File: src/rtl/host_uart_command_enc.sv
// Response-frame encoder for a UART transmitter: ID, six 0xFF markers, length, payload.
// Optional trailing XOR checksum byte when HOST_UART_ENC_CHECKSUM_EN is defined.
module host_uart_command_enc (
  input  logic         clk,
  input  logic         reset,
  input  logic         start,
  input  logic [15:0]  cmd_select,
  input  logic [255:0] input_data,
  input  logic         tx_ready,
  output logic [7:0]   tx_data,
  output logic         tx_valid,
  output logic         done,
  output logic         error,
  output logic [1:0]   state_dbg
);

  // Handshake: a byte moves on a rising edge where tx_valid && tx_ready; while
  // tx_valid is high and tx_ready low, tx_data and the FSM hold unchanged.

  localparam logic [1:0] ST_IDLE    = 2'd0;
  localparam logic [1:0] ST_HDR     = 2'd1;
  localparam logic [1:0] ST_PAYLOAD = 2'd2;
  localparam logic [1:0] ST_CSUM    = 2'd3;

`ifdef HOST_UART_ENC_CHECKSUM_EN
  localparam logic [1:0] ST_AFTER_DATA = ST_CSUM;
`else
  localparam logic [1:0] ST_AFTER_DATA = ST_IDLE;
`endif

  logic [1:0]  state;
  logic [2:0]  cnt;
  logic [7:0]  id_q;
  logic [2:0]  len_q;
  logic [47:0] payload_q;
`ifdef HOST_UART_ENC_CHECKSUM_EN
  logic [7:0]  csum_q;
`endif

  logic        cmd_ok;
  logic [7:0]  id_d;
  logic [2:0]  len_d;
  logic [47:0] payload_d;
  logic [47:0] payload_shift;
  logic        xfer;
  logic        unused_bits;

  assign unused_bits = ^input_data[255:48];

  always_comb begin
    cmd_ok    = 1'b1;
    id_d      = 8'h00;
    len_d     = 3'd0;
    payload_d = 48'h0;
    case (cmd_select)
      16'h0001: begin id_d = 8'h01; len_d = 3'd1; payload_d = 48'h00; end
      16'h0002: begin id_d = 8'h01; len_d = 3'd1; payload_d = 48'h01; end
      16'h0003: begin id_d = 8'h03; len_d = 3'd6; payload_d = input_data[47:0]; end
      16'hFFFF: begin id_d = 8'hFF; len_d = 3'd0; end
      default:  cmd_ok = 1'b0;
    endcase
  end

  // Payload byte 0 is the least-significant byte of the latched data.
  assign payload_shift = payload_q >> {cnt, 3'b000};

  always_comb begin
    tx_data = 8'h00;
    case (state)
      ST_HDR: begin
        if (cnt == 3'd0)      tx_data = id_q;
        else if (cnt == 3'd7) tx_data = {5'd0, len_q};
        else                  tx_data = 8'hFF;
      end
      ST_PAYLOAD: tx_data = payload_shift[7:0];
`ifdef HOST_UART_ENC_CHECKSUM_EN
      ST_CSUM:    tx_data = csum_q;
`endif
      default:    tx_data = 8'h00;
    endcase
  end

  assign tx_valid  = (state != ST_IDLE);
  assign done      = (state == ST_IDLE);
  assign state_dbg = state;
  assign xfer      = tx_valid && tx_ready;

  always_ff @(posedge clk) begin
    if (reset) begin
      state     <= ST_IDLE;
      cnt       <= 3'd0;
      id_q      <= 8'h00;
      len_q     <= 3'd0;
      payload_q <= 48'h0;
      error     <= 1'b0;
`ifdef HOST_UART_ENC_CHECKSUM_EN
      csum_q    <= 8'h00;
`endif
    end else begin
`ifdef HOST_UART_ENC_CHECKSUM_EN
      if (xfer && state != ST_CSUM) csum_q <= csum_q ^ tx_data;
`endif
      case (state)
        ST_IDLE: begin
          if (start) begin
            if (cmd_ok) begin
              id_q      <= id_d;
              len_q     <= len_d;
              payload_q <= payload_d;
              error     <= 1'b0;
              cnt       <= 3'd0;
              state     <= ST_HDR;
`ifdef HOST_UART_ENC_CHECKSUM_EN
              csum_q    <= 8'h00;
`endif
            end else begin
              error <= 1'b1;
            end
          end
        end
        ST_HDR: begin
          if (xfer) begin
            if (cnt == 3'd7) begin
              cnt   <= 3'd0;
              state <= (len_q != 3'd0) ? ST_PAYLOAD : ST_AFTER_DATA;
            end else begin
              cnt <= cnt + 3'd1;
            end
          end
        end
        ST_PAYLOAD: begin
          if (xfer) begin
            if (cnt == len_q - 3'd1) begin
              cnt   <= 3'd0;
              state <= ST_AFTER_DATA;
            end else begin
              cnt <= cnt + 3'd1;
            end
          end
        end
        default: begin
          if (xfer) begin
            cnt   <= 3'd0;
            state <= ST_IDLE;
          end
        end
      endcase
    end
  end

endmodule

File: config.mk
export PLATFORM = sky130hd
export DESIGN_NAME = host_uart_command_enc
export DESIGN_NICKNAME = d
export VERILOG_FILES = /design/src/rtl/host_uart_command_enc.sv
export SDC_FILE = /design/constraint.sdc
export NUM_CORES = 1
export LEC_CHECK = 0
export CAP_MARGIN = 20
export CORE_AREA = 2 2 112 114
export DETAILED_ROUTE_END_ITERATION = 8
export DIE_AREA = 0 0 114 116
export GPL_ROUTABILITY_DRIVEN = 0
export PLACE_DENSITY = 0.77
export REMOVE_ABC_BUFFERS = 1
export SYNTH_ARGS = -nofsm -noshare
export SYNTH_HDL_FRONTEND = slang
export SYNTH_SLANG_ARGS = --single-unit
File: constraint.sdc
create_clock -name clk -period 3.7 [get_ports clk]
set_input_delay 0.925 -clock clk [delete_from_list [all_inputs] [get_ports clk]]
set_output_delay 0.925 -clock clk [all_outputs]
set_load 0.05 [all_outputs]
==> flow_summary_export.csv <==
group,metric,value,unit
outcome,status,"finished, final reports clean",
setup_path,critPathArrivalTime,2.44,ns
power,ir_drop,252,µV
power,internal_power,1.36,mW
floorplanning,starting_utilization_of_the_core_area,23.0,%
cts,cts.sink_count,59,
min_path,holdPathEnd,"payload_q[28]",
sta,slew-limit-headroom,27.0,%
finish,final_common_cell,"sky130_fd_sc_hd__clkdlybuf4s50_1",
detailed_routing,drt_pass1_iterations,4,
setup_path,largest_driver_fanout_on_the_critical_path,12,
finish,num-nets-final,622,
floorplanning,dieWidth,114,µm
power,total_net_switching_power,321,µW
floorplanning,die_area,0.0132,mm²
yosys,postSynthRegisterBits,59,
setup_path,worstReg2RegEnd,"payload_q[6]",
flow_run,max_capacitance_violation_count,0,
placement,dp_hpwl,5.57,mm
sta,fmaxAchievable,297,MHz
power,power.share.clock,56.1,%
power,seq_power_share,37.9,%
cts,cts_made_buffers,9,
sta,worstMarginPinSlew,1.09,ns
setup_path,worst_ep_required_time,2.77,ns
floorplanning,io_pins,289,
cts,cts_root_buffer,"sky130_fd_sc_hd__clkbuf_16",
detailed_routing,drt-wirelength-per-cell,15.7,µm
detailed_routing,number_of_design_rule_violations_left_after_detail_routing,0,
sta,rsz0062_at_grt,"no",
yosys,syn-cell-area,0.00273,mm²
power,power.leakage,1.45,nW
cts,cts_tree,"yes",
global_routing,grt_first_pass_wirelength,12.3,mm
detailed_routing,vias,2357,
global_routing,globalRouteOverflowTotal,0,
sta,hold_violations,0,
yosys,xor_xnor_cell_area_share_of_the_yosys_netlist,0.961,%
cts,cts_setup_buffers,0,
yosys,yosys.area_share.simple,11.4,%
power,p_comb_share,6.0,%
global_routing,groute.usage.overall,11.9,%
sta,finalCritPeriodShare,90.9,%
cts,worstSkewPairLatency,0.32,ns
cts,post_cts.resized_instances,0,
global_routing,grt_pass1_vias,2518,
finish,final_antenna_diode_count,0,
power,pwr_density_cell,413,mW/mm²
floorplanning,placeableCoreArea,0.0119,mm²
setup_path,critical_path_class,"reg2out",
yosys,synth_top_family_by_area,"compound AO/OA/AOI/OAI gates",
yosys,number_of_synthesis_warnings,0,
finish,share_of_layout_cells_above_drive_strength_1,12.0,%
yosys,syn_area_per_cell,10.6,µm²
min_path,hold_path_depth,1,
sta,finalWorstPathRequiredPeriod,3.36,ns
power,report.power.total,1.68,mW
finish,highest_count_cells_in_the_layout_ignoring_fill_and_taps,"sky130_fd_sc_hd__clkdlybuf4s50_1, sky130_fd_sc_hd__dfxtp_1, sky130_fd_sc_hd__a22o_1",
power,power_switching_share,19.1,%
yosys,post_synth_fa_ha_maj_area_fraction,3.66,%
yosys,synth.area.mux_share,10.8,%
yosys,yosys.cell_types.count,43,
setup_path,cp-start-kind,"register",
setup_path,regToRegSetupSlack,1.32,ns
detailed_routing,detail-route-antenna-nets,0,
placement,port_buffers,80,
global_routing,grt_antenna_before_repair,0,
sta,finalMaxSlewViolations,0,
cts,maximum_level_of_the_cts_h_tree,3,
yosys,postSynth.topFlopCell,"sky130_fd_sc_hd__dfxtp_1",
yosys,async_flop_share,0,%
setup_path,cp-end-kind,"output port",
sta,final_total_negative_setup_slack,0,ns
floorplanning,fp.dieH,116,µm
cts,clkTransAtPathRegs,0.05,ns
detailed_routing,vias_per_cell,4.81,
detailed_routing,wirelength,7.69,mm
cts,clock_tree_buf_depth,2,
global_routing,pin_count_of_the_biggest_net_entering_global_routing,49,
finish,fill_cells,1186,
finish,area_growth,48.8,%
yosys,synth_edf_count,0,
sta,final-setup-viol-count,0,
setup_path,r2r.worst_path.cells,7,
yosys,synth_area_in_compound_gates,24.4,%
yosys,postSynthCellCount,259,
floorplanning,std_cell_rows,40,
yosys,synth_sequential_area_ratio,43.2,%
sta,fin_skew,0.00482,ns
cts,post_cts_hold_buffer_count,0,
setup_path,crit-reg2reg-launch,"state_dbg[1]",
min_path,timing.hold.worst.start,"payload_q[28]",
detailed_routing,number_of_drc_markers_after_the_initial_detailed_route_iteration,184,
min_path,hp-class,"reg2reg",
==> logic make-up (layout without fill, tap and decap cells) <==
logic type | after synthesis | in the layout
adder cells (fa/ha/maj) | 8 | 8
AND/OR/NAND/NOR | 60 | 60
flip-flops | 59 | 59
XOR/XNOR | 3 | 3
buffers and inverters | 26 | 110
AO/OA/AOI/OAI | 84 | 84
multiplexers | 19 | 19
==> synth_stat cells, types with 3 or more instances <==
library cell	instances	share of area, %
sky130_fd_sc_hd__a22o_1	47	15
sky130_fd_sc_hd__nor2_1	9	1.2
sky130_fd_sc_hd__nand2b_1	4	0.92
sky130_fd_sc_hd__buf_2	5	0.92
sky130_fd_sc_hd__nand2_1	19	2.6
sky130_fd_sc_hd__nand3_1	4	0.73
sky130_fd_sc_hd__mux2i_1	11	4.0
sky130_fd_sc_hd__nor2b_1	7	1.6
sky130_fd_sc_hd__xnor2_1	3	0.96
sky130_fd_sc_hd__o21ai_0	10	1.8
sky130_fd_sc_hd__ha_1	8	3.7
sky130_fd_sc_hd__buf_6	6	2.5
sky130_fd_sc_hd__nand4_1	4	0.92
sky130_fd_sc_hd__mux4_2	7	5.8
sky130_fd_sc_hd__inv_1	9	1.2
sky130_fd_sc_hd__dfxtp_1	59	43
sky130_fd_sc_hd__a21boi_0	3	0.82
sky130_fd_sc_hd__nor4_1	3	0.69
sky130_fd_sc_hd__a21oi_1	8	1.5
sky130_fd_sc_hd__clkbuf_1	4	0.55
==> worst max-delay path: stages (launching register included) <==
cell	delay, ns
sky130_fd_sc_hd__dfxtp_1	0.78
sky130_fd_sc_hd__inv_1	0.15
sky130_fd_sc_hd__ha_1	0.23
sky130_fd_sc_hd__nand2b_1	0.17
sky130_fd_sc_hd__o211a_1	0.26
sky130_fd_sc_hd__a21oi_1	0.07
sky130_fd_sc_hd__nor2b_1	0.29
sky130_fd_sc_hd__buf_12	0.18
==> state kept, by name, indices dropped and copies added (netlist names) <==
register,flops
len_q,2
id_q,3
payload_q,48
cnt,3
state_dbg,2
error,1
==> layout make-up <==
cell class	count	area, µm²	share of cell area (%)
clock buffers	9	225	5.54
clock inverters	7	116	2.86
inverters	10	37.5	0.923
multi-input cells	174	1410	34.7
flip-flops and latches	59	1180	29.0
well taps	147	184	4.52
repair buffers	84	911	22.4
==> stage by stage <==
stage | utilization (%) | setup WS [ns] | std cells | cell area, µm² | hold WS [ns]
after global placement | 31.3 | 0.709 | 474 | 3730 | 0.449
final | 34.1 | 0.336 | 490 | 4070 | 0.466
after floorplan | - | 0.145 | 243 | 2620 | 0.434
after CTS | 34.1 | 0.322 | 490 | 4070 | 0.470
after detailed placement | 31.3 | 0.613 | 474 | 3730 | 0.453
after global routing | 34.1 | 0.137 | 490 | 4070 | 0.479
==> power groups by stage <==
stage                     sequential, mW  combinational, mW  clock (mW)
final                              0.637              0.101       0.944
after global routing               0.637              0.106       0.989
after CTS                          0.637              0.102       0.961
after detailed placement           0.650              0.101           0
after global placement             0.650             0.0987           0
after floorplan                    0.653             0.0118           0
==> per-layer routing <==
layer / GRT usage [%] / up-vias / wire, µm
met5: 0 / - / 0
met4: 4.96 / 0 / 121
met3: 4.50 / 8 / 485
met2: 20.9 / 63 / 3840
met1: 13.1 / 1139 / 3250
li1: - / 1147 / -
==> worst max path at each step <==
stage,end,depth (start not counted),from
2_1_floorplan,tx_data[1],5,cnt[0]
3_3_place_gp,payload_q[21],6,cmd_select[4]
3_5_place_dp,payload_q[17],7,cmd_select[2]
4_1_cts,tx_data[7],7,cnt[1]
5_1_grt,tx_data[6],8,cnt[1]
6_report,tx_data[7],7,cnt[1]
Note: power is estimated with default switching activity, not from simulation.
==> RTL edit 1: new RTL, same settings <==
Build with the macro `HOST_UART_ENC_CHECKSUM_EN` defined.
--- a/src/rtl/host_uart_command_enc.sv
+++ b/src/rtl/host_uart_command_enc.sv
@@ -1,4 +1,6 @@
 // Response-frame encoder for a UART transmitter: ID, six 0xFF markers, length, payload.
 // Optional trailing XOR checksum byte when HOST_UART_ENC_CHECKSUM_EN is defined.
+`define HOST_UART_ENC_CHECKSUM_EN
+
 module host_uart_command_enc (
   input  logic         clk,
Function: changed (a bounded check fails within 10 cycles, from zero or initial values and one cycle with reset high).
==> RTL edit 1 against the original RTL <==
Fmax grew 1.0%. Global-route usage increased by 2.1 points. Worst setup slack gained 0.035 ns. Sequential cell count rose by 8. Area after synthesis is 18% higher. Combinational power is 11% higher. Clock power is 1% lower. Worst hold slack better by 0.0031 ns. Cell area up 11%. Utilization grew 3.9 points. Power up 4.9%. Wire length grew 14%.
==> RTL edit 1: results <==
global_routing:
  grt_pass1_vias: 2830
  grtUsageMet1: 0.170
  grt_util_met3: 0.0565
  track_usage: 0.140
  grt_pass1_wl_mm: 14.2
worst_setup_path:
  arrival_ns: 2.40
  critical_path.top_delay_family: "compound AO/OA/AOI/OAI gates"
  r2r_cells: 7
  crit_slowest_cell: "or3b_2"
  cp_slowest_stage_delay_ns: 0.47
  ff2ff_setup_slack_ns: 1.18
  r2r_end: "state_dbg[0]"
  rr_startpoint: "state_dbg[0]"
synth:
  synth_fa_ha_area_frac: 0.0389
  muxShareOfSynthArea: 0.0995
  synth_commonest_cells: "67 x dfxtp_1, 52 x a22o_1, 20 x a21oi_1"
  synthTopCellsByArea: "dfxtp_1 42%, a22o_1 14%, mux4_2 5.6%"
  synth_cell_types: 48
  synth-compound-area-share: 0.250
  yosysSeqAreaShare: 0.417
  synth_cells: 316
  synth_xor_area_frac: 0.0136
min_path:
  min-delay-start: "payload_q[33]"
  min_to: "payload_q[33]"
run_status:
  status: "complete, no violations"
layout:
  layout-drive-gt1-share: 0.141
  finalNetCount: 678
  reg.largest.list: "payload_q: 48 flops, csum_q: 8 flops"
  fillers: 1171
routing:
  wl_met2_mm: 4.15
  met1_length_mm: 3.77
  wl_mm: 8.78
  avgRoutedWirePerCell_um: 16.1
  top_layer: "met4"
  drt_iter0_drc: 151
  viasPerCell: 5.16
  wl_met3_um: 726
pwr:
  switching_power_uw: 358
  power.leakage_nw: 1.60
  peakVddDrop_uv: 288
placed_design:
  place_hpwl_mm: 6.47
  pre_cts_slack_ns: 0.469
  place_inst: 527
clocking:
  insertion_delay_ns: 0.33
  cts-root-buf: "clkbuf_16"
timing:
  holdWs_ns: 0.469
  skew_ns: 0.00699
RTL edit 1: logic make-up after synthesis:
family,Yosys count
DFF,67
adders and majority gates,10
buffers and inverters,34
muxes,21
xor gates and xnor gates,5
AOI/OAI and AO/OA,106
and+or+nand+nor,73
RTL edit 1: power by group through the flow:
| stage | sequential [mW] | combinational (mW) | clock, mW |
|---|---|---|---|
| global route | 0.722 | 0.119 | 0.988 |
| detailed placement | 0.739 | 0.109 | 0 |
| global placement | 0.738 | 0.108 | 0 |
| CTS | 0.723 | 0.110 | 0.956 |
| floorplan | 0.741 | 0.0161 | 0 |
| finish | 0.723 | 0.112 | 0.930 |
RTL edit 1: cell type report:
type                    instances  area, um^2  share of cell area
well taps                     147         184              0.0406
clock buffers                  11         243              0.0536
flip-flops and latches         67        1340               0.296
multi-input cells             215        1720               0.379
inverters                      13        48.8              0.0108
repair buffers                 86         913               0.202
clock inverters                 5        85.1              0.0188
RTL edit 1: through the flow:
stage / TNS [ns] / power [mW] / area [um^2]
2_1_floorplan: -17.75 / 0.757 / 3090
3_3_place_gp: 0 / 0.846 / 4180
3_5_place_dp: 0 / 0.848 / 4180
4_1_cts: 0 / 1.79 / 4510
5_1_grt: 0 / 1.83 / 4530
6_report: 0 / 1.76 / 4530
RTL edit 1: worst max-delay path by stage:
stage / slack (ns) / to / from
floorplan: -0.37 / payload_q[10] / state_dbg[0]
global placement: 0.53 / state_dbg[0] / cmd_select[0]
detailed placement: 0.47 / payload_q[9] / cmd_select[1]
CTS: 0.34 / tx_data[7] / cnt[0]
global route: 0.19 / tx_data[7] / cnt[0]
finish: 0.37 / tx_data[7] / cnt[0]
==> RTL edit 2: new RTL, same flow settings <==
Without the edit above. Register the output `state_dbg` once more, without a reset; this adds one clock of latency there. The other outputs are not delayed to match.
--- a/src/rtl/host_uart_command_enc.sv
+++ b/src/rtl/host_uart_command_enc.sv
@@ -83,5 +83,7 @@
   assign tx_valid  = (state != ST_IDLE);
   assign done      = (state == ST_IDLE);
-  assign state_dbg = state;
+  always_ff @(posedge clk) begin
+    state_dbg <= state;
+  end
   assign xfer      = tx_valid && tx_ready;
 
Formal check against the unedited RTL: not equivalent (a bounded check fails within 4 cycles, from zero or initial values and one cycle with reset high).
==> RTL edit 2 against the original RTL <==
Register-to-register slack better by 0.14 ns. Critical path depth up 1. Worst setup slack worse by 0.050 ns. Utilization up 0.84 points. Cell area up 2.5%. Area after synthesis up 2.1%. Via count up 1.4%. Global-route usage up 0.30 points. Clock skew about the same. Power up 0.29%. Wire length up 0.42%. Sequential cell count up 2. Worst hold slack worse by 0.074 ns.
==> RTL edit 2: results <==
clocking:
  h-tree-depth: 3
  cts_buffers: 9
  cts_buffer_depth: 2
  cts-root-buf: "clkbuf_16"
  cts_resized: 0
  insertion_delay_ns: 0.32
  clk_pin_slew_ns: 0.05
pwr:
  peakVddDrop_uv: 239
  combPwrFrac: 0.062
  power.group.top: "the clock network"
  seq_power_share: 0.391
  power.leakage_nw: 1.46
  p_int_mw: 1.37
  power_mw: 1.69
synth:
  synthTopCellsByArea: "dfxtp_1 44%, a22o_1 15%, mux4_2 6.5%"
  avgSynthCellArea_um2: 10.6
  yosysSeqAreaShare: 0.437
  synth_commonest_cells: "61 x dfxtp_1, 47 x a22o_1, 17 x inv_1"
  synth_cell_types: 40
  synthArstFlopShare: 0
  yosys_warnings: 0
global_routing:
  grt_pass1_wl_mm: 12.6
  grt_pass1_vias: 2546
  grt_max_degree: 49
  track_usage: 0.122
  antenna_found_initial: 1
routing:
  drt_iter0_drc: 112
  avgRoutedWirePerCell_um: 15.5
  firstDrtPassIters: 4
  wl_mm: 7.73
  viasPerCell: 4.81
layout:
  layout-drive-gt1-share: 0.132
  fillers: 1142
  finalNetCount: 629
  reg.largest.list: "payload_q: 48 flops, cnt: 3 flops, id_q: 3 flops"
worst_setup_path:
  crit_slowest_cell: "dfxtp_1"
  cp_slowest_stage_delay_ns: 0.59
  arrival_ns: 2.49
  cp_max_fo: 8
  critical_path.top_delay_family: "compound AO/OA/AOI/OAI gates"
run:
  cap_violations: 0
run_status:
  status: "complete, no violations"
timing:
  skew_ns: 0.00523
  max_slew_margin: 0.650
min_path:
  min_path_type: "flop to flop"
placed_design:
  place_hpwl_mm: 5.59
  place_inst: 480
-- RTL edit 2: area by class of cell --
cell class	instances	area, um^2	share of cell area
timing repair buffer	87	946	0.227
clock buffer	12	267	0.0639
inverter	17	63.8	0.0153
tap	147	184	0.0441
antenna	1	2.50	0.000600
multi-input combinational	169	1420	0.340
sequential	61	1220	0.293
clock inverter	3	67.6	0.0162
-- RTL edit 2: path summary, 6_finish.rpt --
path                   endpoint  slack [ns]     start  cells after the start
hold reg to reg    state_dbg[1]        0.39  state[1]                      0
hold / removal     state_dbg[1]        0.39  state[1]                      0
setup / recovery     tx_data[7]        0.29    cnt[1]                      8
setup reg to reg  payload_q[34]        1.46  state[0]                      8
-- RTL edit 2: layer usage --
layer / share of wire / global-route usage / vias up
met2: 0.49 / 0.202 / 74
met3: 0.062 / 0.0434 / 19
li1: - / - / 1159
met1: 0.43 / 0.147 / 1139
met5: 0 / 0 / -
met4: 0.023 / 0.0488 / 0
-- RTL edit 2: cells by family after synthesis --
family / synth area share
AO/OA/AOI/OAI: 0.240
XOR/XNOR: 0.00941
adder cells (fa/ha/maj): 0.0359
buffers and inverters: 0.0587
flip-flops: 0.437
multiplexers: 0.111
AND/OR/NAND/NOR: 0.108
-- RTL edit 2: stage by stage --
stage          setup slack, ns  cell area, um^2  utilization
2_1_floorplan           0.0221             2690            -
3_3_place_gp             0.686             3810        0.320
3_5_place_dp             0.628             3810        0.320
4_1_cts                  0.278             4150        0.348
5_1_grt                 0.0418             4170        0.350
6_report                 0.286             4170        0.350
-- RTL edit 2: worst register-to-register path: cells and delay by family, from the launching register on --
| family | cells | cell delay [ns] |
|---|---|---|
| flops | 1 | 0.33 |
| simple gates | 3 | 0.67 |
| fa+ha+maj | 1 | 0.32 |
| compound gates | 2 | 0.53 |
| buf+inv | 2 | 0.28 |
